**src/rtl/clkdiv_multi.sv**
```systemverilog
// clkdiv_multi: multi-channel divided clock / strobe generator.
// Each channel produces a 50% duty square wave with half-period (H+1)
// system cycles, plus one-cycle rise/fall strobes. Divide ratios are
// reloaded through a per-channel shadow register and take effect at the
// channel's next falling boundary (or at a global sync pulse), so a new
// ratio always starts with a full low phase and never produces a runt.
module clkdiv_multi #(
    parameter int                          CHANNELS  = 2,
    parameter int                          DIV_W     = 16,
    parameter logic [CHANNELS*DIV_W-1:0]   INIT_HALF = {16'd49999, 16'd2},
    parameter int                          CH_W      = (CHANNELS > 1) ? $clog2(CHANNELS) : 1
) (
    input  logic                clk,
    input  logic                rst_n,
    input  logic                en,
    input  logic                sync,
    input  logic                cfg_wr,
    input  logic [CH_W-1:0]     cfg_ch,
    input  logic [DIV_W-1:0]    cfg_half,
    output logic [CHANNELS-1:0] cfg_pend,
    output logic [CHANNELS-1:0] clk_out,
    output logic [CHANNELS-1:0] rise,
    output logic [CHANNELS-1:0] fall
);

    for (genvar i = 0; i < CHANNELS; i++) begin : g_ch
        logic [DIV_W-1:0] cnt;
        logic [DIV_W-1:0] act;
        logic [DIV_W-1:0] shd;
        logic             pend;
        logic             out_q;
        logic             rise_q;
        logic             fall_q;
        logic             wr_hit;

        // Out-of-range channel indices never match any channel, so such
        // writes are dropped without any extra range check.
        assign wr_hit = cfg_wr && (cfg_ch == CH_W'(i));

        // Per-channel counter, output toggle, strobes and ratio reload.
        always_ff @(posedge clk or negedge rst_n) begin
            if (!rst_n) begin
                cnt    <= '0;
                act    <= INIT_HALF[i*DIV_W +: DIV_W];
                shd    <= INIT_HALF[i*DIV_W +: DIV_W];
                pend   <= 1'b0;
                out_q  <= 1'b0;
                rise_q <= 1'b0;
                fall_q <= 1'b0;
            end else begin
                // NOTE: non-blocking assignments make every term below read
                // the pre-edge state, so an apply and a config write in the
                // same cycle move the old shadow into act while the shadow
                // takes the new value, and the later pend<=1 wins.
                rise_q <= 1'b0;
                fall_q <= 1'b0;
                if (sync) begin
                    cnt   <= '0;
                    out_q <= 1'b0;
                    if (pend) begin
                        act  <= shd;
                        pend <= 1'b0;
                    end
                end else if (en) begin
                    if (cnt >= act) begin
                        cnt    <= '0;
                        out_q  <= ~out_q;
                        rise_q <= ~out_q;
                        fall_q <= out_q;
                        // Apply only at the 1->0 boundary: the new ratio
                        // then begins with a complete low phase.
                        if (out_q && pend) begin
                            act  <= shd;
                            pend <= 1'b0;
                        end
                    end else begin
                        cnt <= cnt + DIV_W'(1);
                    end
                end
                if (wr_hit) begin
                    shd  <= cfg_half;
                    pend <= 1'b1;
                end
            end
        end

        assign clk_out[i]  = out_q;
        assign rise[i]     = rise_q;
        assign fall[i]     = fall_q;
        assign cfg_pend[i] = pend;
    end

endmodule

```
**config.mk**
```make
export PLATFORM = sky130hd
export DESIGN_NAME = clkdiv_multi
export DESIGN_NICKNAME = d
export VERILOG_FILES = /design/src/rtl/clkdiv_multi.sv
export SDC_FILE = /design/constraint.sdc
export NUM_CORES = 1
export LEC_CHECK = 0
export ABC_CLOCK_PERIOD_IN_PS = 6000
export CAP_MARGIN = 10
export CORE_UTILIZATION = 40
export DETAILED_ROUTE_END_ITERATION = 16
export GPL_ROUTABILITY_DRIVEN = 0
export GPL_TIMING_DRIVEN = 0
export SLEW_MARGIN = 20
export SYNTH_ARGS = -nofsm -noshare
export SYNTH_HDL_FRONTEND = slang
export SYNTH_SLANG_ARGS = --single-unit
```
**constraint.sdc**
```tcl
create_clock -name clk -period 6 [get_ports clk]
set_clock_uncertainty 0.05 [all_clocks]
set_input_delay 1.8 -clock clk [delete_from_list [all_inputs] [get_ports clk]]
set_output_delay 1.8 -clock clk [all_outputs]
set_load 0.05 [all_outputs]
```
==> impl_summary.log <==
INFO  metric hold_path_startpoint = g_ch[0].shd[15]
INFO  metric final_nets = 538
INFO  metric die_area = 13470 um^2
INFO  metric core_region_area = about 13000 um^2
INFO  metric areaGrowthSynthToFinish = 17.45%
INFO  metric clock_insertion_delay_worst_skew = 0.36 ns
INFO  metric cts_setup_buffers = 0
INFO  metric timing.final.setup_violations = 0
INFO  metric die-height = 116.1 um
INFO  metric yosysWarningCount = 0
INFO  metric crit_path_top_delay_cell = sky130_fd_sc_hd__clkdlybuf4s50_1
INFO  metric wire_length_of_the_first_global_routing_pass = 16350 um
INFO  metric switching_share = 0.2417
INFO  metric syn-mean-instance-area = 11.80 um^2
INFO  metric detail_route.iter0.violations = approximately 150
INFO  metric overall_power_consumption = 1.918 mW
INFO  metric maximum_number_of_pins_on_one_net_before_global_route_repair = 76
INFO  metric postPlaceCellArea = ~5700 um^2
INFO  metric synth_async_sr_flop_share = 1.000
INFO  metric maxCapViolations = 0
INFO  metric post-place-cells = 643
INFO  metric total_leakage_power = 2.866 nW
INFO  metric path_class = in -> reg
INFO  metric floorplan.initialDensity = 0.4108
INFO  metric yosysMostFrequentCell = sky130_fd_sc_hd__dfrtp_1
INFO  metric timing.rr.end = g_ch[1].act[12]
INFO  metric pwr_density_cell = 313.7 nW/um^2
INFO  metric hpwlAfterDp = 7216 um
INFO  metric via_count = approximately 3200
INFO  metric synth_enable_flop_cells = 0
INFO  metric power.internal = 1.454 mW
INFO  metric timing.critical_path.arrival = a little under 4 ns
INFO  metric min_path_type = reg -> reg
INFO  metric cts_hold_buffers = 0
INFO  metric worst-r2r-cell-count = 9
INFO  metric ys_seq_elements = 104
INFO  metric grt.overflow.total = 0
INFO  metric cpLargestDelayFamily = buffers and inverters
INFO  metric maxSlewViolCount = 0
INFO  metric timing.critical_path.cells = clkdlybuf4s50_1 -> clkinv_1 -> a31oi_4 -> or2_0 -> clkbuf_1 -> buf_2 -> nor2_1
INFO  metric hold_path_end = g_ch[0].shd[15]
INFO  metric whs_path_depth = 1
INFO  metric hold_ws = 0.4537 ns
INFO  metric die-width = 116.1 um
INFO  metric start_kind = input port
INFO  metric cts_max_path_buffers = 2
INFO  metric worstSetupEndpointType = flip-flop
INFO  metric min_cycle_time_layout = 3.674 ns
INFO  metric post_synth_main_area_contributors = sky130_fd_sc_hd__dfrtp_1, sky130_fd_sc_hd__dfstp_2, sky130_fd_sc_hd__mux2_2, sky130_fd_sc_hd__ha_1, sky130_fd_sc_hd__mux2_4
INFO  metric layoutNonFillerInstCount = 659
INFO  metric achievable_frequency = approximately 270 MHz
INFO  metric cts.htree.levels = 3
INFO  metric critical-path-max-stage-delay = 0.65 ns
INFO  metric via_per_inst = 4.842
INFO  metric critical_path.reg2reg.startpoint = g_ch[1].cnt[0]
INFO  metric gr-usage-all-layers = 0.1624
INFO  metric grt_antenna_before_repair = 0
INFO  metric switchingPower = 0.4636 mW
INFO  metric critical_path_fanouts_max = 10
INFO  metric firstDrtPassIters = 4
INFO  metric yosys-top-cells-count = sky130_fd_sc_hd__dfrtp_1, sky130_fd_sc_hd__mux2_2, sky130_fd_sc_hd__nor2_1
INFO  metric tritoncts = built
INFO  metric cts_resized = 0
INFO  metric io_buffers = 29
INFO  metric synth_area = 5205 um^2
INFO  metric num_antenna_cells = 0
INFO  metric wp_buf_inv = 4
INFO  metric synth.yosys.seq_area_share = 0.5048
INFO  metric first_global_vias = 3207
INFO  metric peakVddDrop = 158.1 uV
INFO  metric antenna_violating_nets_post_route = 0
INFO  metric layout_worst_path_cycle_share = 0.6123
INFO  metric yosys_most_used_dff = sky130_fd_sc_hd__dfrtp_1
INFO  metric seq_power_share = 0.459
INFO  metric clk_root_buffer_cell = sky130_fd_sc_hd__clkbuf_16
INFO  metric number_of_i_o_pins = 30
INFO  metric timing_worst_slew_pin_value = 0.7123 ns
INFO  metric headroom_to_the_max_slew_limit = 0.5251
INFO  metric yosys.area.top_type = sky130_fd_sc_hd__dfrtp_1
INFO  metric clk_pin_slew = 0.07 ns
INFO  metric synth_nets = 497
INFO  metric routedWlPerCell = approximately 15 um
INFO  metric placementRows = 41
INFO  metric critical_path_required = 6.19 ns
INFO  metric synth_largest_type_area_fraction = 0.4038
INFO  metric pwr-share-clk = 0.379
INFO  metric unrepaired_setup_endpoints_after_global_routing = no
INFO  metric portion_of_total_power_attributed_to_combinational_logic = 0.162
INFO  metric status = finished, final reports clean
INFO  metric post_route_cells_drive_above_1_share = 0.2526
INFO  metric cts.sink_count = 104
INFO  metric reg2reg_slack = just over 3 ns
INFO  metric drc = 0
INFO  metric totalWireLength = 9617 um
INFO  metric ys_types = 47
INFO  metric syn-instance-count = roughly 440
INFO  metric numCtsBuffers = 9
INFO  metric final_area = 6113 um^2
INFO  metric final_hold_viol_count = 0
==> power by group through the flow <==
stage	Clock, mW	Combinational, mW	Sequential (mW)
detailed placement	0	0.313	0.896
global placement	0	0.302	0.892
finish	0.727	0.310	0.881
CTS	0.747	0.316	0.882
global route	0.777	0.352	0.894
floorplan	0	0.236	0.873
==> layer usage <==
| metal | track usage | vias up | share of wire |
|---|---|---|---|
| met4 | 0.05385 | 0 | 0.012 |
| met2 | 0.2448 | 51 | 0.45 |
| met3 | 0.04341 | 11 | 0.035 |
| met5 | 0 | - | 0 |
| li1 | - | 1574 | - |
| met1 | 0.2268 | 1555 | 0.50 |
==> cell usage in the layout (no fill, tap or decap), types with 2 or more instances in the layout <==
cell and count:
sky130_fd_sc_hd__inv_1 37, sky130_fd_sc_hd__nor2b_1 2, sky130_fd_sc_hd__nand2_1 32, sky130_fd_sc_hd__nand3_1 9, sky130_fd_sc_hd__o21ai_0 6, sky130_fd_sc_hd__a31oi_1 3
sky130_fd_sc_hd__xnor2_1 8, sky130_fd_sc_hd__clkbuf_16 9, sky130_fd_sc_hd__and2_1 3, sky130_fd_sc_hd__mux2_2 44, sky130_fd_sc_hd__a211o_1 2, sky130_fd_sc_hd__bufinv_16 4
sky130_fd_sc_hd__clkdlybuf4s50_1 28, sky130_fd_sc_hd__and3_1 6, sky130_fd_sc_hd__nor2_1 42, sky130_fd_sc_hd__dfrtp_1 84, sky130_fd_sc_hd__or3_1 2, sky130_fd_sc_hd__nand2b_1 2
sky130_fd_sc_hd__a21oi_1 10, sky130_fd_sc_hd__a31oi_4 2, sky130_fd_sc_hd__buf_2 3, sky130_fd_sc_hd__nor3_1 2, sky130_fd_sc_hd__xor2_1 22, sky130_fd_sc_hd__buf_6 2
sky130_fd_sc_hd__mux2_4 20, sky130_fd_sc_hd__inv_6 2, sky130_fd_sc_hd__buf_4 9, sky130_fd_sc_hd__nand4_1 12, sky130_fd_sc_hd__ha_1 34, sky130_fd_sc_hd__clkbuf_1 4
sky130_fd_sc_hd__dfstp_2 20
==> cells by family after synthesis <==
group	Yosys count	share of synthesized area
xor+xnor	30	0.05048
flops	104	0.5048
simple gates	117	0.1043
mux	64	0.1529
fa+ha+maj	34	0.08173
buf+inv	56	0.05216
compound gates	36	0.05361
==> per-stage QoR <==
stage	utilization	worst slack, ns	TNS (ns)
2_1_floorplan	-	2.924	0
3_3_place_gp	0.4507	-0.7958	-66.13
3_5_place_dp	0.4529	1.927	0
4_1_cts	0.4825	2.304	0
5_1_grt	0.4825	2.182	0
6_report	0.4825	2.326	0
==> worst max path at each step <==
| stage | start | end | slack (ns) | cells past startpoint |
|---|---|---|---|---|
| after detailed placement | en | g_ch[0].cnt[2] | 1.93 | 7 |
| after floorplan | cfg_wr | g_ch[0].shd[10] | 2.92 | 4 |
| after global placement | rst_n | g_ch[1].cnt[13] | -0.80 | 1 |
| final | en | g_ch[0].cnt[9] | 2.33 | 7 |
| after global routing | en | g_ch[0].cnt[3] | 2.18 | 7 |
| after CTS | en | g_ch[0].cnt[9] | 2.30 | 7 |
==> state kept, by name (all words and copies together) (netlist names) <==
| register | flops |
|---|---|
| g_ch.fall_q | 2 |
| g_ch.shd | 32 |
| g_ch.out_q | 2 |
| g_ch.cnt | 32 |
| g_ch.rise_q | 2 |
| g_ch.act | 32 |
| g_ch.pend | 2 |
==> area by class of cell <==
cell class              count  area, um^2
clock inverters             7       148.9
clock buffers               9       225.2
repair buffers             30       319.1
multi-input cells         281        2306
plain buffers              18       128.9
well taps                 172       215.2
flip-flops and latches    104        2628
fillers                  1154        6558
inverters                  38       142.6
Note: power is estimated with default switching activity, not from simulation.
